[src/rtl/wt_wbuf_pkg.sv]
// Shared types for the write-through store drain buffer.
// Entry lifecycle states and a liveness helper used by the buffer and its comparator feed.
package wt_wbuf_pkg;

  typedef enum logic [1:0] {
    FREE     = 2'd0,
    PENDING  = 2'd1,
    INFLIGHT = 2'd2
  } wbuf_state_e;

  function automatic logic is_live(input wbuf_state_e s);
    return s != FREE;
  endfunction

endpackage

[src/rtl/cva6_wbuf_addr_cmp.sv]
// Parallel word-address comparator across all buffer entries.
// Each entry compares only when its valid mask bit is set; results are OR-reduced.
module cva6_wbuf_addr_cmp #(
  parameter int unsigned DEPTH = 2,
  parameter int unsigned AW    = 30
) (
  input  logic [DEPTH-1:0][AW-1:0] entry_addr_i,
  input  logic [DEPTH-1:0]         valid_i,
  input  logic [AW-1:0]            ld_addr_i,
  output logic                     hit_o
);

  logic [DEPTH-1:0] match;

  always_comb begin
    match = '0;
    for (int i = 0; i < DEPTH; i++) begin
      match[i] = valid_i[i] && (entry_addr_i[i] == ld_addr_i);
    end
  end

  assign hit_o = |match;

endmodule

[src/rtl/cva6_wt_store_drain_buf.sv]
// In-order store drain buffer feeding the write-through memory request port.
// Entries move FREE -> PENDING -> INFLIGHT -> FREE; acks must return in issue order.
module cva6_wt_store_drain_buf
  import wt_wbuf_pkg::*;
#(
  parameter int unsigned XLEN    = 32,
  parameter int unsigned DEPTH   = 2,
  parameter int unsigned TID_W   = 2,
  parameter int unsigned MAX_OUT = 2
) (
  input  logic                clk_i,
  input  logic                rst_ni,
  input  logic                st_valid_i,
  output logic                st_ready_o,
  input  logic [XLEN-1:0]     st_addr_i,
  input  logic [XLEN-1:0]     st_data_i,
  input  logic [XLEN/8-1:0]   st_be_i,
  output logic                mem_req_o,
  input  logic                mem_gnt_i,
  output logic [XLEN-1:0]     mem_addr_o,
  output logic [XLEN-1:0]     mem_data_o,
  output logic [XLEN/8-1:0]   mem_be_o,
  output logic [TID_W-1:0]    mem_tid_o,
  input  logic                rtrn_valid_i,
  input  logic [TID_W-1:0]    rtrn_tid_i,
  input  logic [XLEN-1:0]     ld_addr_i,
  output logic                ld_hit_o,
  output logic                empty_o,
  output logic                err_o
);

  localparam int unsigned PTR_W = $clog2(DEPTH);
  localparam int unsigned CNT_W = $clog2(DEPTH + 1);
  localparam logic [CNT_W-1:0] DEPTH_C   = CNT_W'(DEPTH);
  localparam logic [CNT_W-1:0] MAX_OUT_C = CNT_W'(MAX_OUT);

  typedef struct packed {
    logic [XLEN-1:0]   addr;
    logic [XLEN-1:0]   data;
    logic [XLEN/8-1:0] be;
    logic [TID_W-1:0]  tid;
    wbuf_state_e       state;
  } entry_t;

  entry_t           entries_q [DEPTH];
  entry_t           entries_d [DEPTH];
  logic [PTR_W-1:0] tail_q, tail_d;
  logic [PTR_W-1:0] issue_q, issue_d;
  logic [PTR_W-1:0] head_q, head_d;
  logic [TID_W-1:0] tid_cnt_q, tid_cnt_d;
  logic [CNT_W-1:0] outstanding_q, outstanding_d;
  logic             err_q, err_d;

  logic [CNT_W-1:0] live_cnt;
  logic             do_push;
  logic             do_issue;
  logic             ack_ok;

  logic [DEPTH-1:0][XLEN-3:0] cmp_addr;
  logic [DEPTH-1:0]           cmp_valid;
  logic                       unused_ld_lsb;

  assign unused_ld_lsb = ^ld_addr_i[1:0];

  always_comb begin
    live_cnt  = '0;
    cmp_addr  = '0;
    cmp_valid = '0;
    for (int i = 0; i < DEPTH; i++) begin
      cmp_addr[i]  = entries_q[i].addr[XLEN-1:2];
      cmp_valid[i] = is_live(entries_q[i].state);
      if (cmp_valid[i]) begin
        live_cnt = live_cnt + CNT_W'(1);
      end
    end

    // Ready looks only at registered occupancy, so an ack never frees a slot for a same-cycle push.
    st_ready_o = live_cnt < DEPTH_C;
    empty_o    = live_cnt == '0;
    err_o      = err_q;

    mem_req_o  = (entries_q[issue_q].state == PENDING) && (outstanding_q < MAX_OUT_C);
    mem_addr_o = entries_q[issue_q].addr;
    mem_data_o = entries_q[issue_q].data;
    mem_be_o   = entries_q[issue_q].be;
    mem_tid_o  = tid_cnt_q;

    do_push  = st_valid_i && st_ready_o;
    do_issue = mem_req_o && mem_gnt_i;
    ack_ok   = rtrn_valid_i && (outstanding_q != '0) &&
               (entries_q[head_q].state == INFLIGHT) &&
               (entries_q[head_q].tid == rtrn_tid_i);

    entries_d     = entries_q;
    tail_d        = tail_q;
    issue_d       = issue_q;
    head_d        = head_q;
    tid_cnt_d     = tid_cnt_q;
    err_d         = err_q;
    outstanding_d = outstanding_q + CNT_W'(do_issue) - CNT_W'(ack_ok);

    // Push, issue and retire always touch distinct slots: tail is FREE, issue PENDING, head INFLIGHT.
    if (do_push) begin
      entries_d[tail_q] = '{addr: st_addr_i, data: st_data_i, be: st_be_i,
                            tid: '0, state: PENDING};
      tail_d = tail_q + PTR_W'(1);
    end

    if (do_issue) begin
      entries_d[issue_q].state = INFLIGHT;
      entries_d[issue_q].tid   = tid_cnt_q;
      tid_cnt_d = tid_cnt_q + TID_W'(1);
      issue_d   = issue_q + PTR_W'(1);
    end

    if (ack_ok) begin
      entries_d[head_q].state = FREE;
      head_d = head_q + PTR_W'(1);
    end else if (rtrn_valid_i) begin
      err_d = 1'b1;
    end
  end

  always_ff @(posedge clk_i) begin
    if (!rst_ni) begin
      for (int i = 0; i < DEPTH; i++) begin
        entries_q[i] <= '0;
      end
      tail_q        <= '0;
      issue_q       <= '0;
      head_q        <= '0;
      tid_cnt_q     <= '0;
      outstanding_q <= '0;
      err_q         <= 1'b0;
    end else begin
      for (int i = 0; i < DEPTH; i++) begin
        entries_q[i] <= entries_d[i];
      end
      tail_q        <= tail_d;
      issue_q       <= issue_d;
      head_q        <= head_d;
      tid_cnt_q     <= tid_cnt_d;
      outstanding_q <= outstanding_d;
      err_q         <= err_d;
    end
  end

  cva6_wbuf_addr_cmp #(
    .DEPTH(DEPTH),
    .AW   (XLEN - 2)
  ) u_addr_cmp (
    .entry_addr_i(cmp_addr),
    .valid_i     (cmp_valid),
    .ld_addr_i   (ld_addr_i[XLEN-1:2]),
    .hit_o       (ld_hit_o)
  );

endmodule

[config.mk]
export PLATFORM = sky130hd
export DESIGN_NAME = cva6_wt_store_drain_buf
export DESIGN_NICKNAME = d
export VERILOG_FILES = /design/src/rtl/wt_wbuf_pkg.sv /design/src/rtl/cva6_wbuf_addr_cmp.sv /design/src/rtl/cva6_wt_store_drain_buf.sv
export SDC_FILE = /design/constraint.sdc
export NUM_CORES = 1
export LEC_CHECK = 0
export BUFFER_PORTS_ARGS = -buffer_cell sky130_fd_sc_hd__buf_4
export CAP_MARGIN = 20
export CORE_MARGIN = 4
export CORE_UTILIZATION = 50
export CTS_CLUSTER_SIZE = 16
export DETAILED_ROUTE_END_ITERATION = 8
export PLACE_DENSITY = 0.76
export SYNTH_ARGS = -nofsm -noshare
export SYNTH_HDL_FRONTEND = slang
export SYNTH_SLANG_ARGS = --single-unit
[constraint.sdc]
create_clock -name clk_i -period 3.2 [get_ports clk_i]
set_input_delay 0.64 -clock clk_i [delete_from_list [all_inputs] [get_ports clk_i]]
set_output_delay 0.64 -clock clk_i [all_outputs]
set_load 0.05 [all_outputs]
# Word-level counts from Yosys, hierarchy flattened
# Index checks and enable logic that the tools add are counted.
# Widths: inputs -> output; s select.
dict set report word_totals {
  reg_bits 152
  inputBits 107
  output_inout_bits 75
  elab_cells 80
}
dict set report op_classes {
  addsub 7
  n_lt_le_gt_ge 8
  n_eq_ne 5
  mux 23
  bitwise_logic 4
  n_reduce_logical 17
}
# op n
set ops {}
lappend ops {{$bwmux 144} 4}
lappend ops {{$mux 144} 3}
lappend ops {{$demux 72 s1} 4}
lappend ops {{$mux 72} 4}
lappend ops {{$eq 30x30->1} 2}
lappend ops {{$mux 4} 4}
lappend ops {{$logic_and 1x1->1} 11}
lappend ops {{$ge 2x2->1 const B} 3}
lappend ops {{$lt 2x1->1 const B} 3}
lappend ops {{$mux 2} 3}
lappend ops {{$not 1->2} 3}
lappend ops {{$reduce_bool 2->1} 3}
lappend ops {{$add 2x1->2 const B} 2}
lappend ops {{$lt 2x2->1 const B} 2}
lappend ops {{$add 1x1->1 const B} 3}
lappend ops {{$add 2x1->2} 1}
lappend ops {{$eq 2x1->1 const B} 1}
lappend ops {{$eq 2x2->1} 1}
lappend ops {{$eq 2x2->1 const B} 1}
lappend ops {{$logic_not 2->1} 1}
lappend ops {{$reduce_and 2->1} 1}
lappend ops {{$reduce_or 2->1} 1}
lappend ops {{$sub 2x1->2} 1}
lappend ops {{$mux 1} 1}
lappend ops {{$not 1->1} 1}

# Depth between registers and ports, before layout
# Gate-level depths: netlist of the first run.
dict set report logic_depth {
  word_depth 12
  mapped_depth 10
  mapped_depth_nobuf 9
}

# By module
# A second synthesis of the first run with hierarchy kept.
dict set report hier_totals {
  cells_unflattened 837
  area_unflattened_um2 6915.4
}
# module n_inst cells_each area_per_inst_um2 seq_area_each_um2
set modules_own_cells {}
lappend modules_own_cells {cva6_wt_store_drain_buf 1 756 6258.5 3042.9}
lappend modules_own_cells {cva6_wbuf_addr_cmp 1 81 656.9 0.0}

# Worst setup path after synthesis of the first run
# No wires, ideal clock.
dict set report synth_timing {
  kind {in2out}
  startpoint {input ld_addr_i[17]}
  endpoint {output ld_hit_o}
  arrival_time_ns 1.930
  required_time_ns 2.560
  slack_ns 0.630
  stages 4
  n_path_buf 0
  path_cell_list {xor2_1 > nor4_1 > nand4_1 > o22ai_1}
}
dict set report synth_between {
  elab_chain_cells 3
  elab_cells_between_ends 5
  cone_classes {2 x eq/ne; 3 x reduce/logical}
}
# element line
set synth_rtl {}
lappend synth_rtl {{start: declaration} cva6_wt_store_drain_buf.sv:26} ;# input logic [XLEN-1:0] ld_addr_i,
lappend synth_rtl {{$eq 30x30->1} cva6_wbuf_addr_cmp.sv:18} ;# match[i] = valid_i[i] && (entry_addr_i[i] == ld_addr_i);
lappend synth_rtl {{$logic_and 1x1->1} cva6_wbuf_addr_cmp.sv:18}
lappend synth_rtl {{$reduce_or 2->1 *} cva6_wbuf_addr_cmp.sv:22} ;# assign hit_o = |match;
lappend synth_rtl {{end: declaration} cva6_wt_store_drain_buf.sv:27} ;# output logic ld_hit_o,
# Every way passes the cells marked *; elsewhere a longest branch is shown, timed or not.

# Worst setup path after layout of the first run
dict set report layout_timing {
  startpoint {register issue_q}
  endpoint {output mem_data_o[11]}
}
dict set report layout_between {
  elab_chain_cells 4
}
# element line
set layout_rtl {}
lappend layout_rtl {{start: declaration} cva6_wt_store_drain_buf.sv:48} ;# logic [PTR_W-1:0] issue_q, issue_d;
lappend layout_rtl {{start signal: assignment} cva6_wt_store_drain_buf.sv:140} ;# issue_q <= issue_d;
lappend layout_rtl {{$not 1->2 (not written as such)} cva6_wt_store_drain_buf.sv:84} ;# mem_data_o = entries_q[issue_q].data;
lappend layout_rtl {{$mux 72 (3 in series)} n/a}
lappend layout_rtl {{end: declaration} cva6_wt_store_drain_buf.sv:21} ;# output logic [XLEN-1:0] mem_data_o,
# No other way between the ends. The select of a mux whose other input is x is not followed.

==> metrics list, run 1 <==
* Setup repair after global routing missed its margin: false
* Capture instance of the worst register-to-register path: outstanding_q[1]$_SDFF_PN0_
- All-layer global routing usage: 0.236
- In this run, post-CTS repair resized a total of 0 instances.
- Die extent in y: 126 um
* Total power: 4.95 mW
- TritonCTS sink count: 152
* Root buffer cell: clkbuf_16
- The worst setup path is captured at an output port.
* DR top layer: met4
- Peak supply drop: 0.000340 V
- The Yosys step of the flow raised 0 warnings.
- In the detailed route, the total length drawn on met2 is 8980 um.
- The first detailed-routing pass ran for 7 iterations.
- H-Tree Level Count: 4
- HPWL after DPL: about 13000 um
- The startpoint identified for the worst register-to-register timing path is issue_q$_SDFFE_PN0N_.
- The critical path starts at issue_q$_SDFFE_PN0N_.
* Detail Route met3 WL: 1740 um
- Final Max Slew Viols: 0
* Worst Path Class, Setup: reg -> out
- In the final routing, the length of wire on met1 measures 7990 um.
- Hold buffer count at cts: 0
* Synth top area share: 0.441
* Endpoint required time on the critical path: about 2.6 ns
* Total area of multi-input combinational cells: 3600 um^2
- The detailed router placed around 6200 vias in this run.
* Number of buffers created by CTS: 17
* Combined area of all synthesized cells: 6910 um^2
- Synthesis instantiated 44 different standard cells from the library.
* Syn Nets: 946
* Setup slack after placement: around 0.57 ns
- The worst path in the final design needs a cycle of between 2 and 3 ns, including I/O delays and setup.
* Clock-pin slew reported for the worst setup and hold paths after clock tree synthesis: 0.06 ns
- Leakage: approximately 3.8 nW
- The number of hold-slack violations in the final timing report came to 0.
* Finished Cell Area: 8900 um^2
- STA classifies the critical path startpoint as a flop.
* Count of cells along the worst register-to-register path: 9
- The tightest min-delay check is of the reg -> reg type.
- Cell area reported after detailed placement: 8340 um^2
* Total wire length after detailed routing: roughly 19000 um
* Area of the placeable core: approximately 13000 um^2
- Via count of the first global-routing pass: 5935
- Ranking of synthesized cells by area: dfxtp_1 (44%), nand2_1 (15%), mux2_2 (11%)
- Count of max-cap constraint violations: 0
* Max-slew headroom at the worst pin: 0.568
- In this run the deepest clock path goes through 2 buffers.
- Sum of negative setup slack: 0 ns
- After floorplanning, the core was divided into 42 placement rows.
- Initial DRC Count: ~520
- Number of nets with antenna violations after routing: 0
- Synthesis inferred between 150 and 200 register bits.
- Along the worst path, the maximum fanout reaches 42.
- After detailed routing, the average wire length per cell comes to 16.2 um.
- Horizontal extent of the die: ~130 um
* Routed via count divided by cell count: 5.27
* EDFF count, synth: 0
* Number of placed I/O pins: around 180
* Placer Congestion: around 0.82
- First-pass GRT wire length: around 30000 um
* Filler cells: ~1200
* Ys async rst share: 0
- Setup-violating endpoint count in the final report: 0
* Synthesized instance count: 837
* Leading area contributor after synthesis: dfxtp_1
* Number of port buffers: 179
- Yosys instantiated no cell more often than nand2_1.
- Remaining design rule violation count: 0
* Full die area: between 15000 and 20000 um^2
- Data on the critical path arrives at its endpoint at 2.28 ns.
- Number of nets in the final layout: roughly 1100
- Register-to-register setup slack: 0.74 ns
- At the pin with the least slew margin, the transition time is 0.647 ns.
- P per Cell Area: 556 nW/um^2
* Pin count of the biggest net entering global routing: 70
- TritonCTS built the clock tree.
* Syn-to-layout area delta: 28.9%
* Outcome: finished, final reports clean
* Part of the cycle the worst path needs: 0.911
* Final global-route overflow total: 0
- Source-to-sink clock delay at the later pin of the worst-skew pair: 0.42 ns
- In this run the post-CTS setup repair buffer count came out at 0.
- A synthesized cell averages 8.25 um^2.
* Most frequent cells after synthesis: nand2_1 (281), dfxtp_1 (152), a21oi_1 (145), mux2_2 (68), xor2_1 (61)
- Among all flip-flop cells after synthesis, the most frequent one is dfxtp_1.
* Sequential fraction of the synthesis area: 0.441
- Final setup skew: 0.00528 ns
- In the final layout, the share of cells above drive strength 1 is 0.294.
- Highest attainable clock frequency: about 0.34 GHz
- Endpoint of the most critical setup path: mem_data_o[11]
* Register area: 3050 um^2
* Initial antenna violation count: 1
* Worst Slack Setup Final: approximately 0.28 ns
- Starting density of the core: 0.515
-- cell type report --
cell class / instances / area share
sequential: 152 / 0.342
clock buffer: 29 / 0.0585
inverter: 6 / 0.00281
tap: 176 / 0.0247
timing repair buffer: 190 / 0.163
antenna: 1 / 0.000281
multi-input combinational: 623 / 0.404
clock inverter: 2 / 0.00394
-- logic make-up after synthesis --
logic type	Yosys count	share of synthesized area
and+or+nand+nor	329	0.198
AOI/OAI and AO/OA	155	0.118
DFF	152	0.441
muxes	71	0.115
xor gates and xnor gates	66	0.0837
buffers and inverters	62	0.0402
adders and majority gates	2	0.00362
-- per-stage QoR --
| step | hold slack, ns | utilization | std cells |
|---|---|---|---|
| after floorplan | 0.433 | - | 837 |
| after global placement | 0.439 | 0.623 | 1147 |
| after detailed placement | 0.443 | 0.623 | 1147 |
| after CTS | 0.453 | 0.664 | 1178 |
| after global routing | 0.467 | 0.664 | 1179 |
| final | 0.450 | 0.664 | 1179 |
-- report_power, final --
group / leakage [nW] / internal, mW / total, mW / switching, mW
clock network: 0.272 / 1.17 / 1.90 / 0.733
registers: 1.24 / 1.99 / 2.08 / 0.0875
logic: 2.28 / 0.367 / 0.968 / 0.601
total: 3.80 / 3.53 / 4.95 / 1.42
-- worst max-delay path, cell delays in order (launching register included) --
cell and delay, ns:
dfxtp_4 0.75, buf_4 0.48, mux2_2 0.40, buf_4 0.20
-- layer usage --
layer  GRT usage  up-vias
li1            -     3096
met1       0.298     2884
met2       0.377      205
met3      0.0806       26
met4      0.0842        0
met5           0        -
-- how the worst min path moves through the flow --
stage,from,slack [ns],end,depth (start not counted)
3_5_place_dp,flop,0.44,flop,2
5_1_grt,st_data_i[2],0.47,flop,3
6_report,flop,0.45,flop,2
2_1_floorplan,flop,0.43,flop,2
3_3_place_gp,flop,0.44,flop,2
4_1_cts,flop,0.45,flop,2
-- cells in the final DEF, fill, tap and decap left out, drive strengths merged, types with 2 or more instances in the layout --
master | Yosys | routed
nand2 | 281 | 281
buf | 27 | 190
dfxtp | 152 | 152
a21oi | 145 | 145
mux2 | 68 | 68
xor2 | 61 | 61
clkbuf | 29 | 29
nor4 | 16 | 16
inv | 6 | 6
xnor2 | 5 | 5
nor2 | 5 | 5
nand3 | 5 | 5
nand4 | 4 | 4
nor3 | 4 | 4
mux2i | 3 | 3
o21ai | 2 | 2
ha | 2 | 2
nor3b | 2 | 2
or4 | 2 | 2
Note: power is estimated with default switching activity, not from simulation.
==> run 2: changes to the inputs <==
Settings changed: BUFFER_PORTS_ARGS -buffer_cell sky130_fd_sc_hd__buf_4 to not set, CAP_MARGIN 20 to 10, DONT_BUFFER_PORTS set to 1, PLACE_DENSITY 0.76 to not set, SLEW_MARGIN set to 25.
==> run 2 against run 1 <==
Hold slack worse by 0.10 ns. Final cell count shrank 15%. Global-route usage up 0.15 points. Critical endpoint is now ld_hit_o. Largest cell class unchanged.
==> metrics list, run 2 (synthesis results as in run 1) <==
- Arrival time reported for the critical path endpoint: 1.92 ns (-0.36 ns)
* Peak supply drop: 0.000377 V (+11%)
- Horizontal extent of the die: 126 um (unchanged)
* Leading cell types in the layout, fill and taps excluded: nand2_1 (281), dfxtp_1 (151), a21oi_1 (145)
- Mean routed wirelength per cell: 18.7 um (+16%)
* Count of max-cap constraint violations: 0 (unchanged)
- The global placement routability congestion was 0.813 (-0.22%).
* First-pass DRT Iterations: 5 (-2)
- The initial antenna violation count is 0 (-1).
- Minimum clock period after layout: 2.56 ns (-0.355 ns)
* Starting density of the core: 0.515 (unchanged)
* Setup-violating endpoint count in the final report: 0 (unchanged)
- Setup repair after global routing missed its margin: false
* Cell Count Post-Placement: 969 (-16%)
- The share of final-layout standard cells stronger than drive strength 1 was 0.147 (-0.148).
- Startpoint Class: flop
- The chip height is 126 um (unchanged).
- The count of instances resized after the clock tree is built was 0 (unchanged).
- Number of diodes added for antenna fixing: 0 (-1)
* Highest attainable clock frequency: 0.391 GHz (+14%)
* Hold buffer count at cts: 0 (unchanged)
- Root buffer cell: clkbuf_16
* Endpoint required time on the critical path: 2.56 ns (about the same)
- Initial DRC Count: 400 (-23%)
* CTS tree: yes
* Type of the tightest min-delay check: in -> reg
- Clock-pin slew reported for the worst setup and hold paths after clock tree synthesis: 0.06 ns (about the same)
- P per Cell Area: 636 nW/um^2 (+14%)
* Setup bufs post-CTS: 0 (unchanged)
- The largest net degree at the start of global routing is 121 (+73%).
* Crit-path max FO: 3 (-93%)
* Filler cells: 1230 (+6.0%)
- The total routed wirelength came to 18800 um (-1.7%).
- The count of nets left with antenna violations after detail routing is 0 (unchanged).
* Measured slew at the worst slew-check pin: 0.910 ns (+0.263 ns)
- Remaining design rule violation count: 0 (unchanged)
- TritonCTS sink count: 152 (unchanged)
- Full die area: 15800 um^2 (unchanged)
- Post-route non-filler standard cell count: 1001 (-15%)
- Part of the cycle the worst path needs: 0.800 (-0.111)
* Final setup skew: 0.00453 ns (-0.000749 ns)
- The row count was 42 (unchanged).
- Number of buffers created by CTS: 17 (unchanged)
- The critical path is of the reg -> out type.
* HPWL after DPL: 12600 um (-2.0%)
- Routed via count divided by cell count: 5.66 (+7.5%)
- The total count of max-transition violations in the final report was 0 (unchanged).
* Most common library cell in the layout ignoring fill and taps: nand2_1
- The via count of the first global-routing pass is 5703 (-3.9%).
* Sum of negative setup slack: 0 ns (unchanged)
- The overall track demand over capacity in global routing is 0.237 (+0.00145).
- First-pass GRT wire length: 30100 um (-0.18%)
* Max-slew headroom at the worst pin: 0.393 (-0.175)
- The buffer levels on the longest clock path came to 2 (unchanged).
- The port buffer count was 0 (-100%).
- The total overflow reported by the global router came to 0 (unchanged).
* Number of placed I/O pins: 182 (unchanged)
- Area of the placeable core: 13400 um^2 (unchanged)
- STA classifies the critical path endpoint as an output port.
- Source-to-sink clock delay at the later pin of the worst-skew pair: 0.42 ns (about the same)
* Syn-to-layout area delta: 10.6%
- The vias after detailed routing came to 5667 (-8.8%).
- Outcome: finished, final reports clean
- The leakage power summed over all cells is 2.94 nW (-23%).
- The maximum level of the CTS H-tree was 4 (unchanged).
- The number of hold-slack violations in the final timing report is 0 (unchanged).
* Number of nets in the final layout: 921 (-16%)
==> run 2: worst max-delay path, cell delays in order (launching register included) <==
cell and delay (ns):
dfxtp_1 0.33, xor2_1 0.16, nor4_1 0.46, nand4_1 0.15, o22ai_1 0.19, buf_4 0.23
==> run 2: path summary, 6_finish.rpt <==
kind / start / to / slack, ns / cells past startpoint
setup / recovery: flop / ld_hit_o / 0.64 / 5
hold / removal: rst_ni / err_o$_SDFFE_PN0P_ / 0.35 / 2
setup reg to reg: head_q$_SDFFE_PN0N_ / outstanding_q[1]$_SDFF_PN0_ / 0.80 / 9
hold reg to reg: flop / flop / 0.45 / 2
==> run 2: final cells by class <==
| type | count | area [um^2] | area share |
|---|---|---|---|
| clock inverters | 8 | 119 | 0.0156 |
| multi-input cells | 623 | 3600 | 0.472 |
| inverters | 6 | 25.0 | 0.00328 |
| flip-flops and latches | 152 | 3050 | 0.399 |
| well taps | 176 | 220 | 0.0288 |
| clock buffers | 24 | 472 | 0.0617 |
| repair buffers | 12 | 153 | 0.0200 |
==> run 2: per-layer routing <==
| metal | GRT usage | vias to the layer above | wire [um] |
|---|---|---|---|
| li1 | - | 2733 | - |
| met1 | 0.285 | 2690 | 7270 |
| met2 | 0.394 | 215 | 9420 |
| met3 | 0.0925 | 29 | 1760 |
| met4 | 0.0708 | 0 | 314 |
| met5 | 0 | - | 0 |
==> run 2: power by group <==
group | switching (mW) | total (mW) | leakage [nW] | internal, mW
Combinational | 0.550 | 0.765 | 1.41 | 0.215
Sequential | 0.0860 | 2.08 | 1.24 | 1.99
Clock | 0.754 | 2.02 | 0.289 | 1.26
Total | 1.39 | 4.86 | 2.94 | 3.47
==> run 2: stage by stage <==
stage | total power, mW | setup slack (ns) | instance area [um^2] | hold slack [ns] | util
finish | 4.86 | 0.639 | 7640 | 0.348 | 0.570
floorplan | 2.74 | 0.630 | 6910 | 0.433 | -
CTS | 4.90 | 0.652 | 7640 | 0.332 | 0.570
global placement | 2.87 | 0.783 | 7050 | 0.438 | 0.526
global route | 5.06 | 0.537 | 7640 | 0.328 | 0.570
detailed placement | 2.89 | 0.818 | 7050 | 0.443 | 0.526
